**src/rtl/design67_pkg.sv**
```systemverilog
`default_nettype none
// ============================================================================
// Module      : design67_pkg
// Description : Shared widths and output field offsets for the design67
//               two-stage arithmetic datapath.
//               Contents:
//                 DATA_W  - operand width (8)
//                 ACC_W   - accumulator width (16, twice DATA_W)
//                 OUT_W   - packed output bus width (32)
//                 XOR_LSB, SUM_LSB, ACC_LSB - field offsets inside out
// Revision    : 1.0 - initial release
// ============================================================================
package design67_pkg;

    localparam int DATA_W  = 8;
    localparam int ACC_W   = 2 * DATA_W;
    localparam int OUT_W   = 32;

    localparam int XOR_LSB = 0;
    localparam int SUM_LSB = 8;
    localparam int ACC_LSB = 16;

endpackage : design67_pkg
`default_nettype wire

```
**src/rtl/design67_stage.sv**
```systemverilog
`default_nettype none
// ============================================================================
// Module      : design67_stage
// Description : Combinational stage-2 arithmetic on the current and previous
//               samples: bitwise XOR, modular sum and full-width product.
//               Ports:
//                 x_q  (in)  current sample
//                 x_d  (in)  previous sample
//                 xr   (out) x_q ^ x_d
//                 sum  (out) (x_q + x_d) mod 2**DATA_W, carry dropped
//                 prod (out) unsigned x_q * x_d, 2*DATA_W bits
// Revision    : 1.0 - initial release
// ============================================================================
module design67_stage
    import design67_pkg::*;
(
    input  logic [DATA_W-1:0] x_q,
    input  logic [DATA_W-1:0] x_d,
    output logic [DATA_W-1:0] xr,
    output logic [DATA_W-1:0] sum,
    output logic [ACC_W-1:0]  prod
);

    always_comb begin
        xr   = x_q ^ x_d;
        // Sum is evaluated in DATA_W context, so the carry falls off.
        sum  = x_q + x_d;
        // Zero-extend both operands so the product keeps all 16 bits.
        prod = {{(ACC_W-DATA_W){1'b0}}, x_q} * {{(ACC_W-DATA_W){1'b0}}, x_d};
    end

endmodule : design67_stage
`default_nettype wire

```
**src/rtl/design67_15_45.sv**
```systemverilog
`default_nettype none
// ============================================================================
// Module      : design67_15_45
// Description : Two-stage pipelined arithmetic datapath. Stage 1 captures
//               in[7:0] and keeps the previous sample; stage 2 registers the
//               XOR, modular sum and a wrapping product accumulator of the
//               two stage-1 values.
//               Ports:
//                 clk  (in)  rising-edge clock
//                 rst  (in)  asynchronous reset, active low
//                 in   (in)  32-bit stimulus, only in[7:0] is used
//                 out  (out) {acc[15:0], sum[7:0], xr[7:0]}, registered
// Revision    : 1.0 - initial release
// ============================================================================
module design67_15_45
    import design67_pkg::*;
(
    input  logic             clk,
    input  logic             rst,
    input  logic [OUT_W-1:0] in,
    output logic [OUT_W-1:0] out
);

    // Stage-1 registers
    logic [DATA_W-1:0] r_x_q;
    logic [DATA_W-1:0] r_x_d;

    // Stage-2 output registers
    logic [DATA_W-1:0] r_xr;
    logic [DATA_W-1:0] r_sum;
    logic [ACC_W-1:0]  r_acc;

    // Combinational stage-2 results
    logic [DATA_W-1:0] w_xr;
    logic [DATA_W-1:0] w_sum;
    logic [ACC_W-1:0]  w_prod;

    // The upper stimulus bits have no function; fold them into a sink so
    // the intent is explicit and nothing downstream can pick them up.
    logic w_unused_in;
    assign w_unused_in = ^in[OUT_W-1:DATA_W];

    always_ff @(posedge clk or negedge rst) begin
        if (!rst) begin
            r_x_q <= '0;
            r_x_d <= '0;
        end else begin
            r_x_q <= in[DATA_W-1:0];
            r_x_d <= r_x_q;
        end
    end

    design67_stage u_stage (
        .x_q  (r_x_q),
        .x_d  (r_x_d),
        .xr   (w_xr),
        .sum  (w_sum),
        .prod (w_prod)
    );

    always_ff @(posedge clk or negedge rst) begin
        if (!rst) begin
            r_xr  <= '0;
            r_sum <= '0;
            r_acc <= '0;
        end else begin
            r_xr  <= w_xr;
            r_sum <= w_sum;
            // ACC_W-wide add: overflow past 16'hFFFF wraps silently.
            r_acc <= r_acc + w_prod;
        end
    end

    always_comb begin
        out                           = '0;
        out[XOR_LSB +: DATA_W]        = r_xr;
        out[SUM_LSB +: DATA_W]        = r_sum;
        out[ACC_LSB +: ACC_W]         = r_acc;
    end

endmodule : design67_15_45
`default_nettype wire

```
**config.mk**
```make
export PLATFORM = sky130hd
export DESIGN_NAME = design67_15_45
export DESIGN_NICKNAME = d
export VERILOG_FILES = /design/src/rtl/design67_pkg.sv /design/src/rtl/design67_stage.sv /design/src/rtl/design67_15_45.sv
export SDC_FILE = /design/constraint.sdc
export NUM_CORES = 1
export LEC_CHECK = 0
export ABC_AREA = 1
export CAP_MARGIN = 0
export CORE_ASPECT_RATIO = 0.6
export CORE_MARGIN = 3
export CORE_UTILIZATION = 51
export DETAILED_ROUTE_END_ITERATION = 12
export GPL_TIMING_DRIVEN = 1
export PLACE_DENSITY = 0.89
export SLEW_MARGIN = 10
export SYNTH_ARGS = -nofsm -noshare
export SYNTH_HDL_FRONTEND = slang
export SYNTH_HIERARCHICAL = 1
export SYNTH_SLANG_ARGS = --single-unit
```
**constraint.sdc**
```tcl
create_clock -name clk -period 5.01 [get_ports clk]
set_input_delay 0.501 -clock clk [delete_from_list [all_inputs] [get_ports clk]]
set_output_delay 0.501 -clock clk [all_outputs]
set_load 0.01 [all_outputs]
```
==> results.toml <==
[status]
status = "complete, no violations"

[timing]
worstMarginPinSlew_ps = 631.2
tns_ps = 0
finalHoldViolations = 0
fmax_ghz = 0.2076
fin_crit_sh = 0.9616
slew_headroom = 0.5792
fin_skew_ps = 8.473
hold_slack_ps = 222.9
slew_viol_final = 0
final-setup-viol-count = 0
layout_min_cycle_time_ps = 4818

[power_and_ir_drop]
combinationalPowerShare = 0.749
powerDensity_nw_per_um2 = 680.9
sw_frac_of_total = 0.5046
vdd_ir_drop_max_v = 0.0005262
pwr-share-seq = 0.150
power.switching_mw = 1.950
pwr-share-clk = 0.101
leakage_nw = 3.429
power.total_mw = 3.865
internal_power_mw = 1.915

[yosys]
ys_ff_latch = 48
synth_cell_type_count = 24
yosysWarnings = 6
ys_seq_area_frac = 0.2534
synth_edf_count = 0
synth_cells = 624
async_reset_ff_frac = 1.000
synth_area_um2 = 4740
syn_nets = 755
ys.flop_type = "dfrtp_1"
syn_avg_cell_area_um2 = 7.595

[placed_design]
portBuffers = 41
dp_hpwl_um = 8517
routabilityCongestion = 0.8744
placed_cell_area_um2 = 5338

[clocking]
clock_sinks = 48
clockBufferDepth = 2
numCtsBuffers = 5
clk_pin_slew_worst_paths_ps = 70
cts_tree = "yes"
htree_levels = 2
ctsRootBufferMaster = "clkbuf_16"
hold_buffers = 0
worstSkewPairLatency_ps = 290

[global_routing]
track_usage = 0.2138
met1_usage = 0.3245
grt_pass1_wl_um = 17570
grtUsageMet3 = 0.04252
gr-total-overflow = 0
grt_pass1_vias = 3761
antenna_found_initial = 0
grt_max_degree = 49
grt.busiest_layer = "met1"
grt_use_met2 = 0.3241

[floorplan]
ios = 66
core_um2 = 8783
initial_core_util = 0.5396
die-area_um2 = 10520
dieHeight_um = 80.67
core.rowCount = 26
die_x_um = 130.5

[route]
detail_route.wl_per_cell_um = 13.38
first_pass_iters = 5
drt-vias-per-instance = 5.013
routed_wl_um = 10650
drtIter0Drc = 313
num_vias = 3990
antenna_left = 0
drc_errors = 0

[setup_path]
start_kind = "flop"
path_class = "reg2reg"
cp.arrival_ps = 5000
critical_path_required_ps = 5190
r2r_start = "r_x_q[2]"
critPathMaxFanout = 6
worstSetupEndpointType = "flop"
startpoint = "r_x_q[2]"

[min_path]
min_path_type = "in2async"

[run]
cap_viol_max_count = 0

[final_layout]
final_area_um2 = 5677
area_growth_syn_to_layout_pct = 19.77
fin_nets = 814
antenna_cells = 0
final_util = 0.6463
drive_gt1_frac = 0.1053
[layout by cell type, fill, tap and decap left out]
master             n
o21bai_1           1
nand3b_1           2
and2_4             1
clkdlybuf4s50_1   40
inv_2              4
clkinv_2           1
fa_2               1
ha_2               3
buf_4             14
bufinv_16          1
inv_1            164
dfrtp_1           37
nand4_1            6
nand2_1          201
clkbuf_16          5
ha_1              50
nor3_2             3
fa_1              37
ha_4               6
clkbuf_1           1
nand3_1           24
nand2_4            2
dfrtp_2           11
a21oi_1           12
nor2_1            16
o21ai_2            1
xnor2_1            4
nand2_2           10
a21oi_2            4
or2_1              2
nor2_2             2
a21o_1             1
nand3_2            2
buf_2              1
xor2_1            14
[state kept, by name, summed over array words and instances (netlist names)]
register  count
r_acc        16
r_x_d         8
r_x_q         8
r_xr          8
r_sum         8
[cell type report]
cell class	instances	area [um2]
inverter	168	630.6
clock buffer	6	128.9
multi-input combinational	405	3017
tap	112	140.1
timing repair buffer	55	510.5
clock inverter	2	35.03
sequential	48	1215
fill	727	3107
[routing by layer]
| layer | wire [um] | vias up |
|---|---|---|
| li1 | - | 1957 |
| met2 | 4473 | 136 |
| met4 | 31 | 0 |
| met3 | 755 | 4 |
| met5 | 0 | - |
| met1 | 5393 | 1893 |
[what timing repair did]
item                       CTS  global route
setup endpoints to repair    1             6
pin swaps                    0             6
setup buffers                0             5
resized for setup            3            33
[per-stage QoR]
stage,std cells,setup WS (ps)
after floorplan,624,346.4
after global placement,783,46.14
after detailed placement,783,-1.348
after CTS,791,17.58
after global routing,796,-10.97
final,796,192.2
[Yosys cell counts (3+ instances only)]
cell | instances | area share
inv_2 | 4 | 0.0032
nand2_2 | 7 | 0.0092
inv_1 | 164 | 0.13
nand2_1 | 206 | 0.16
fa_1 | 38 | 0.16
nand3_1 | 24 | 0.025
nor3_2 | 3 | 0.0063
a21oi_1 | 15 | 0.016
xnor2_1 | 4 | 0.0074
ha_1 | 59 | 0.16
nor2_1 | 18 | 0.014
nand4_1 | 6 | 0.0079
dfrtp_1 | 48 | 0.25
xor2_1 | 14 | 0.026
[power by group through the flow]
stage / Combinational [mW] / Sequential [mW] / Clock (mW)
2_1_floorplan: 1.90 / 0.610 / 0
3_3_place_gp: 2.50 / 0.577 / 0
3_5_place_dp: 2.58 / 0.581 / 0
4_1_cts: 2.60 / 0.575 / 0.399
5_1_grt: 3.28 / 0.591 / 0.418
6_report: 2.90 / 0.578 / 0.391
[cells by family (layout without fill, tap and decap cells)]
group	count (synthesis)	after routing	share of synthesized area
AO/OA/AOI/OAI	19	19	0.02270
XOR/XNOR	18	18	0.03326
adder cells (fa/ha/maj)	97	97	0.3163
buffers and inverters	171	231	0.1362
flip-flops	48	48	0.2534
AND/OR/NAND/NOR	271	271	0.2381
[worst max-delay path, cell delays in order (launching register included)]
cell and delay, ps:
dfrtp_2 460, buf_4 180, nand2_1 60, inv_1 70
fa_1 430, fa_1 550, inv_1 50, fa_1 460
fa_1 540, inv_1 60, ha_4 290, nand2_1 110
nor2_2 150, nand2_1 70, nand2_1 80, xor2_1 170
ha_1 310, buf_4 170, nand2_4 90, nor2_1 50
nor2_1 140, nand3_1 100, nand2_1 60, nand2_1 60
[final timing paths]
path,slack [ps],endpoint,cells after the start
min,220,r_acc[9],1
min in group clk,510,r_acc[0],1
max reg2reg,190,r_acc[12],23
max,190,r_acc[12],23
min reg2reg,510,r_acc[0],1
max in group asynchronous,4310,r_x_q[2],1
Power figures use the tool's default switching activity.
